--- config.mk ---
export PLATFORM = sky130hd
export DESIGN_NAME = uart_tx_fifo
export DESIGN_NICKNAME = d
export VERILOG_FILES = /design/src/rtl/uart_tx_fifo.sv
export SDC_FILE = /design/constraint.sdc
export NUM_CORES = 1
export LEC_CHECK = 0
export BUFFER_PORTS_ARGS = -buffer_cell sky130_fd_sc_hd__buf_2
export CAP_MARGIN = 20
export CORE_ASPECT_RATIO = 0.8
export CORE_MARGIN = 4
export CORE_UTILIZATION = 35
export CTS_BUF_LIST = sky130_fd_sc_hd__clkbuf_8
export CTS_CLUSTER_DIAMETER = 30
export DETAILED_ROUTE_END_ITERATION = 6
export PLACE_DENSITY = 0.56
export SETUP_SLACK_MARGIN = 0.2
export SKIP_LAST_GASP = 1
export SLEW_MARGIN = 10
export SYNTH_ARGS = -nofsm -noshare
export SYNTH_HDL_FRONTEND = slang
export SYNTH_SLANG_ARGS = --single-unit
--- constraint.sdc ---
create_clock -name uart_clk -period 2.6 [get_ports uart_clk]
set_clock_uncertainty 0.05 [all_clocks]
set_input_delay 0.78 -clock uart_clk [delete_from_list [all_inputs] [get_ports uart_clk]]
set_output_delay 0.78 -clock uart_clk [all_outputs]
set_load 0.005 [all_outputs]
--- src/rtl/uart_tx_fifo.sv ---
// rtl/uart_tx_fifo.sv - byte FIFO and launch controller feeding the UART transmitter
module uart_tx_fifo #(
    parameter int DEPTH  = 16,
    parameter int ADDR_W = 4
) (
    input  logic              uart_clk,
    input  logic              rst_n,
    input  logic              wr_en,
    input  logic [7:0]        wr_data,
    output logic              full,
    output logic              empty,
    output logic [ADDR_W:0]   level,
    output logic              overflow,
    input  logic              clr_overflow,
    output logic              data_ready,
    output logic [7:0]        tx_data,
    input  logic              transmit_end,
    output logic              busy
);

    typedef enum logic [1:0] {IDLE, PRESENT, DRAIN} state_t;

    logic [7:0]        mem_q [DEPTH];
    logic [ADDR_W-1:0] wr_ptr_q, wr_ptr_d;
    logic [ADDR_W-1:0] rd_ptr_q, rd_ptr_d;
    logic [ADDR_W:0]   level_q, level_d;
    logic              full_q, full_d;
    logic              empty_q, empty_d;
    logic              overflow_q, overflow_d;
    logic              data_ready_q, data_ready_d;
    logic [7:0]        tx_data_q, tx_data_d;
    state_t            state_q, state_d;
    logic              push, drop, pop;

    // Storage is not reset; reset only discards it by clearing the pointers and level.
    always_ff @(posedge uart_clk) begin
        if (push) begin
            mem_q[wr_ptr_q] <= wr_data;
        end
    end

    always_comb begin
        push = wr_en && !full_q;
        drop = wr_en && full_q;
        // The UART pulling transmit_end low is its acceptance of the presented byte.
        pop  = (state_q == PRESENT) && !transmit_end;

        wr_ptr_d = push ? wr_ptr_q + ADDR_W'(1) : wr_ptr_q;
        rd_ptr_d = pop  ? rd_ptr_q + ADDR_W'(1) : rd_ptr_q;

        level_d = level_q;
        if (push && !pop) begin
            level_d = level_q + (ADDR_W+1)'(1);
        end else if (pop && !push) begin
            level_d = level_q - (ADDR_W+1)'(1);
        end
        full_d  = (level_d == (ADDR_W+1)'(DEPTH));
        empty_d = (level_d == '0);

        overflow_d = drop ? 1'b1 : (clr_overflow ? 1'b0 : overflow_q);

        state_d      = state_q;
        data_ready_d = data_ready_q;
        tx_data_d    = tx_data_q;
        case (state_q)
            IDLE: begin
                if (!empty_q && transmit_end) begin
                    tx_data_d    = mem_q[rd_ptr_q];
                    data_ready_d = 1'b1;
                    state_d      = PRESENT;
                end
            end
            PRESENT: begin
                if (!transmit_end) begin
                    data_ready_d = 1'b0;
                    state_d      = DRAIN;
                end
            end
            DRAIN: begin
                data_ready_d = 1'b0;
                if (transmit_end) begin
                    state_d = IDLE;
                end
            end
            default: begin
                data_ready_d = 1'b0;
                state_d      = IDLE;
            end
        endcase
    end

    always_ff @(posedge uart_clk or negedge rst_n) begin
        if (!rst_n) begin
            wr_ptr_q     <= '0;
            rd_ptr_q     <= '0;
            level_q      <= '0;
            full_q       <= 1'b0;
            empty_q      <= 1'b1;
            overflow_q   <= 1'b0;
            data_ready_q <= 1'b0;
            tx_data_q    <= 8'h00;
            state_q      <= IDLE;
        end else begin
            wr_ptr_q     <= wr_ptr_d;
            rd_ptr_q     <= rd_ptr_d;
            level_q      <= level_d;
            full_q       <= full_d;
            empty_q      <= empty_d;
            overflow_q   <= overflow_d;
            data_ready_q <= data_ready_d;
            tx_data_q    <= tx_data_d;
            state_q      <= state_d;
        end
    end

    assign full       = full_q;
    assign empty      = empty_q;
    assign level      = level_q;
    assign overflow   = overflow_q;
    assign data_ready = data_ready_q;
    assign tx_data    = tx_data_q;
    assign busy       = (state_q != IDLE) || !empty_q;

endmodule
# Word level (Yosys, flattened, before mapping)
# Memories as Yosys holds them, arrays and structs flattened. A register that Yosys moved wholly into a read port is not among the register bits.
# Index checks and enable logic that the tools add are counted.
[word_totals]
output_inout_bits = 18
ramBits = 128
reg_bits = 19
mem_count = 1
[classes]
addsub = 4
mux = 13
n_reduce_logical = 20
n_eq_ne = 6
[mem_list]
columns = ["memory", "depth", "width", "read_ports", "rd_clocked_by_memory_dff", "wr", "line_no", "rtl"]
rows = [
  ["mem_q", 16, 8, 1, 1, 1, "23", "logic [7:0] mem_q [DEPTH];"],
]
[op_table]
columns = ["cell", "n"]
rows = [
  ["$mux 5", 2],
  ["$add 4x1->4 const B", 2],
  ["$logic_and 1x1->1", 6],
  ["$logic_not 1->1", 6],
  ["$mux 1", 6],
  ["$mux 2", 3],
  ["$ne 2x2->1 const B", 3],
  ["$pmux 2 s3", 1],
  ["$add 5x1->5 const B", 1],
  ["$eq 5x5->1 const B", 1],
  ["$logic_not 5->1", 1],
  ["$sub 5x1->5 const B", 1],
  ["$reduce_and 2->1", 2],
  ["$reduce_bool 2->1", 2],
  ["$reduce_and 3->1", 1],
  ["$eq 2x1->1 const B", 1],
  ["$eq 2x2->1 const B", 1],
  ["$logic_not 2->1", 1],
  ["$pmux 1 s2", 1],
  ["$logic_or 1x1->1", 1],
]

# Longest topological paths before layout
[depth]
depth_word = 7
mapped_depth = 7
depth_no_buf = 6

# Worst setup path after synthesis
# OpenSTA, ideal clock, no wires.
[synth_path]
kind = "in2reg"
start = "input wr_en"
end = "memory mem_q[3][0], enable pin"
cell_stages = 4
t_arrival_ps = 1908
t_required_ps = 2167
path_slack_ps = 258
n_path_buf = 1
cell_sequence = "nor2b_1 > buf_2 > nand2_1 > nor3_1"
[synth_via]
elab_chain_len = 3
[synth_lines]
columns = ["element", "line_no", "rtl"]
rows = [
  ["start, declared", "8", "input logic wr_en,"],
  ["$logic_and 1x1->1", "43", "push = wr_en && !full_q;"],
  ["$mux 1", "37", "if (push) begin"],
  ["$mux 1 (not written as such)", "38", "mem_q[wr_ptr_q] <= wr_data;"],
  ["end, declared", "23", ""],
]
# No other way between the ends.

# Worst setup path in the final report
[layout_path]
start = "register empty_q (netlist: empty)"
end = "output busy"
[layout_via]
elab_chain_len = 2
[layout_lines]
columns = ["element", "line_no", "rtl"]
rows = [
  ["start, declared", "28", "logic empty_q, empty_d;"],
  ["start signal, assigned", "108", "empty_q <= empty_d;"],
  ["$logic_not 1->1", "122", "assign busy = (state_q != IDLE) || !empty_q;"],
  ["$logic_or 1x1->1", "122", ""],
  ["end, declared", "18", "output logic busy"],
]
# No other way between the ends.

==> results.md <==
- CTS tree: built
- Hold Crit Class: primary input to async pin
- RSZ-0062 raised after global routing: no
- Type of element capturing the critical path: output port
- Routability cong.: 0.8172
- Starting density of the core: 0.3609
- Vias in the first global route: 3492
- Post-synth top flop: edfxtp_1
- Synth Instances: 352
- Via Count: 3311
- DP Worst Slack: 0.3390 ns
- Detailed Place HPWL: 8545 µm
- Syn avg cell area: 17.98 µm²
- Reg2reg start: rd_ptr_q[1]
- Post-layout min period: 2.210 ns
- Setup Total Neg Slack: 0 ns
- Switch share: 0.3218
- Die Area: 0.02031 mm²
- Critical Path RT: 1.77 ns
- CP Class: flop to output port
- Routed WL: 13360 µm
- Most common cell in the synthesized netlist: edfxtp_1
- H-tree depth: 4
- Max_slew headroom: 0.4320
- Status: completed
- CTS Hold Bufs: 0
- # setup viols final: 0
- Final Non-Filler Cells: 646
- CP Max Fanout: 4
- Cells after DPL: 615
- YS warnings: 0
- Static Leak: 2.522 nW
- Slew Limit Fails: 0
- GR Overflow Total: 0
- Clk slew on worst S/H paths: 0.08 ns
- Overall power: 7.444 mW
- Number of synthesized register bits: 155
- # diodes: 0
- Nets: 429
- Die Wd: 158.4 µm
- Setup crit start: empty
- DRC viols: 0
- Fin crit share: 0.8501
- I/O Buffers: 30
- Startpoint types: flop
- Initial DRT Pass Iterations: 4
- Worst-Skew Late Latency: 0.44 ns
- Filler cell count in the final layout: 1593
- Antenna Violating Nets Remaining: 0
- Crit path DAT: 1.38 ns
- Largest net degree at the start of global routing: 32
- Fin. Hold Viols: 0
- Number of flops mapped to enable cells by yosys: 128
- Register area share after synthesis: 0.7142
- Share of power burned in registers: 0.460
- Synthesized area: 0.006330 mm²
- PostCTS Resize Cnt: 0
- Worst Max-Slew Pin Slew: 0.8520 ns
- Combinational share of power: 0.312
- MaxCap Viol Count: 0
- Int Pwr: 5.049 mW
- Asr flop ratio synth: 0.1742
- Post-synth top cells: 128 x edfxtp_1, 28 x mux4_2, 26 x dfrtp_1
- Post-CTS Setup Bufs: 0
- Syn-to-layout area delta: 14.53%
- Post-synth top area share: 0.6072
- Die Y: 128.3 µm
- Yosys top cell by area: edfxtp_1
- Switching pwr: 2.395 mW
- Boundary Pins: 31
- Initial DRC Count: 191
- P per Cell Area: 1027 mW/mm²
- Final instance area: 0.007249 mm²
- Clk root buf: clkbuf_8
- Max VDD drop: 0.4441 mV
- Avg WL per Cell: 20.68 µm
- Share of post-route cells with drive strength above 1: 0.2945
- Clock power share: 0.229
- Row cnt: 43
- CTS buffer count: 17
- Initial antenna violation count: 0
- Post-layout worst setup margin: 0.3898 ns
- CTS Buffer Depth: 2
- Count of cell types in the netlist: 47
- Total track usage: 0.1412
- Area of the core: 0.01754 mm²
- First-pass GRT wire length: 20660 µm
- Area after DPL: 0.006885 mm²
- Syn nets: 372
- Top post-synthesis cells by area: edfxtp_1 61%, dfrtp_1 10%, mux4_2 10%, mux2i_1 3.2%, ha_1 1.4%
- DR vias/cell: 5.125
- Max Freq: 452.4 MHz
- Num Clock Sinks: 155
## worst max-delay path: stages (launching register included)
cell and delay (ns):
dfstp_2 0.56, nor2b_1 0.18, nand2b_1 0.07, buf_2 0.12
## per-layer routing
layer,global-route usage,part of all wire,wire length (µm)
met5,0,0,0
met4,0.05617,0.015,206
met3,0.03915,0.054,717
met2,0.2090,0.45,6074
met1,0.1977,0.48,6362
## flip-flops by register name, summed over array words and instances, names as in the netlist
| signal | count |
|---|---|
| empty | 1 |
| data_ready | 1 |
| state_q | 2 |
| tx_data | 8 |
| mem_q | 128 |
| full | 1 |
| overflow | 1 |
| rd_ptr_q | 4 |
| wr_ptr_q | 4 |
| level | 5 |
## cell usage in the layout (no fill, tap or decap), drive strengths merged, types with 2 or more instances in the layout
master    netlist  final
a2111oi         2      2
a211oi          2      2
a21oi           2      2
a31oi           2      2
and4            2      2
buf            17     58
bufinv          0      2
clkbuf          3     17
clkinv          0      8
clkinvlp        0      2
dfrtp          26     26
edfxtp        128    128
ha              7      7
inv             5      7
mux2i          20     20
mux4           28     28
nand2          21     21
nand2b          6      6
nand3           2      2
nand3b          3      3
nand4           4      4
nor2           17     17
nor2b           7      7
nor3            7      7
nor3b           2      2
nor4            3      3
nor4b           3      3
o21ai           3      3
o221ai          7      7
xnor2           9      9
## area by class of cell
| class | instances | area, µm² | area share |
|---|---|---|---|
| flip-flops and latches | 155 | 4522 | 0.6237 |
| multi-input cells | 172 | 1678 | 0.2314 |
| repair buffers | 58 | 385.4 | 0.05316 |
| well taps | 225 | 281.5 | 0.03883 |
| clock buffers | 17 | 234.0 | 0.03227 |
| clock inverters | 14 | 130.1 | 0.01795 |
| inverters | 5 | 18.77 | 0.002589 |
## power groups by stage
stage	combinational (mW)	sequential, mW	clock [mW]
floorplan	1.66	3.30	0
global placement	2.34	3.46	0
detailed placement	2.35	3.48	0
CTS	2.36	3.43	1.76
global route	2.55	3.48	1.86
finish	2.32	3.42	1.70
## final timing paths
check                      cells past startpoint          end  slack [ns]
max                                            3         busy        0.39
min                                            1     overflow        0.31
max reg2reg                                    3   tx_data[3]        0.52
min reg2reg                                    1  rd_ptr_q[3]        0.44
max in group asynchronous                      1  rd_ptr_q[0]        1.71
min in group uart_clk                          1  rd_ptr_q[3]        0.44
## logic make-up (layout without fill, tap and decap cells)
| kind of cell | Yosys count | after routing | share of synthesized area |
|---|---|---|---|
| AO/OA/AOI/OAI | 26 | 26 | 0.03281 |
| XOR/XNOR | 10 | 10 | 0.01384 |
| adder cells (fa/ha/maj) | 7 | 7 | 0.01384 |
| buffers and inverters | 25 | 94 | 0.02075 |
| flip-flops | 155 | 155 | 0.7142 |
| multiplexers | 48 | 48 | 0.1313 |
| AND/OR/NAND/NOR | 81 | 81 | 0.07334 |
## metrics by stage
stage	utilization	hold slack, ns
after floorplan	-	0.4083
after detailed placement	0.3926	0.4243
after CTS	0.4133	0.3039
final	0.4133	0.3093
after global placement	0.3926	0.4185
after global routing	0.4133	0.3360
(Power assumes the default switching activity.)
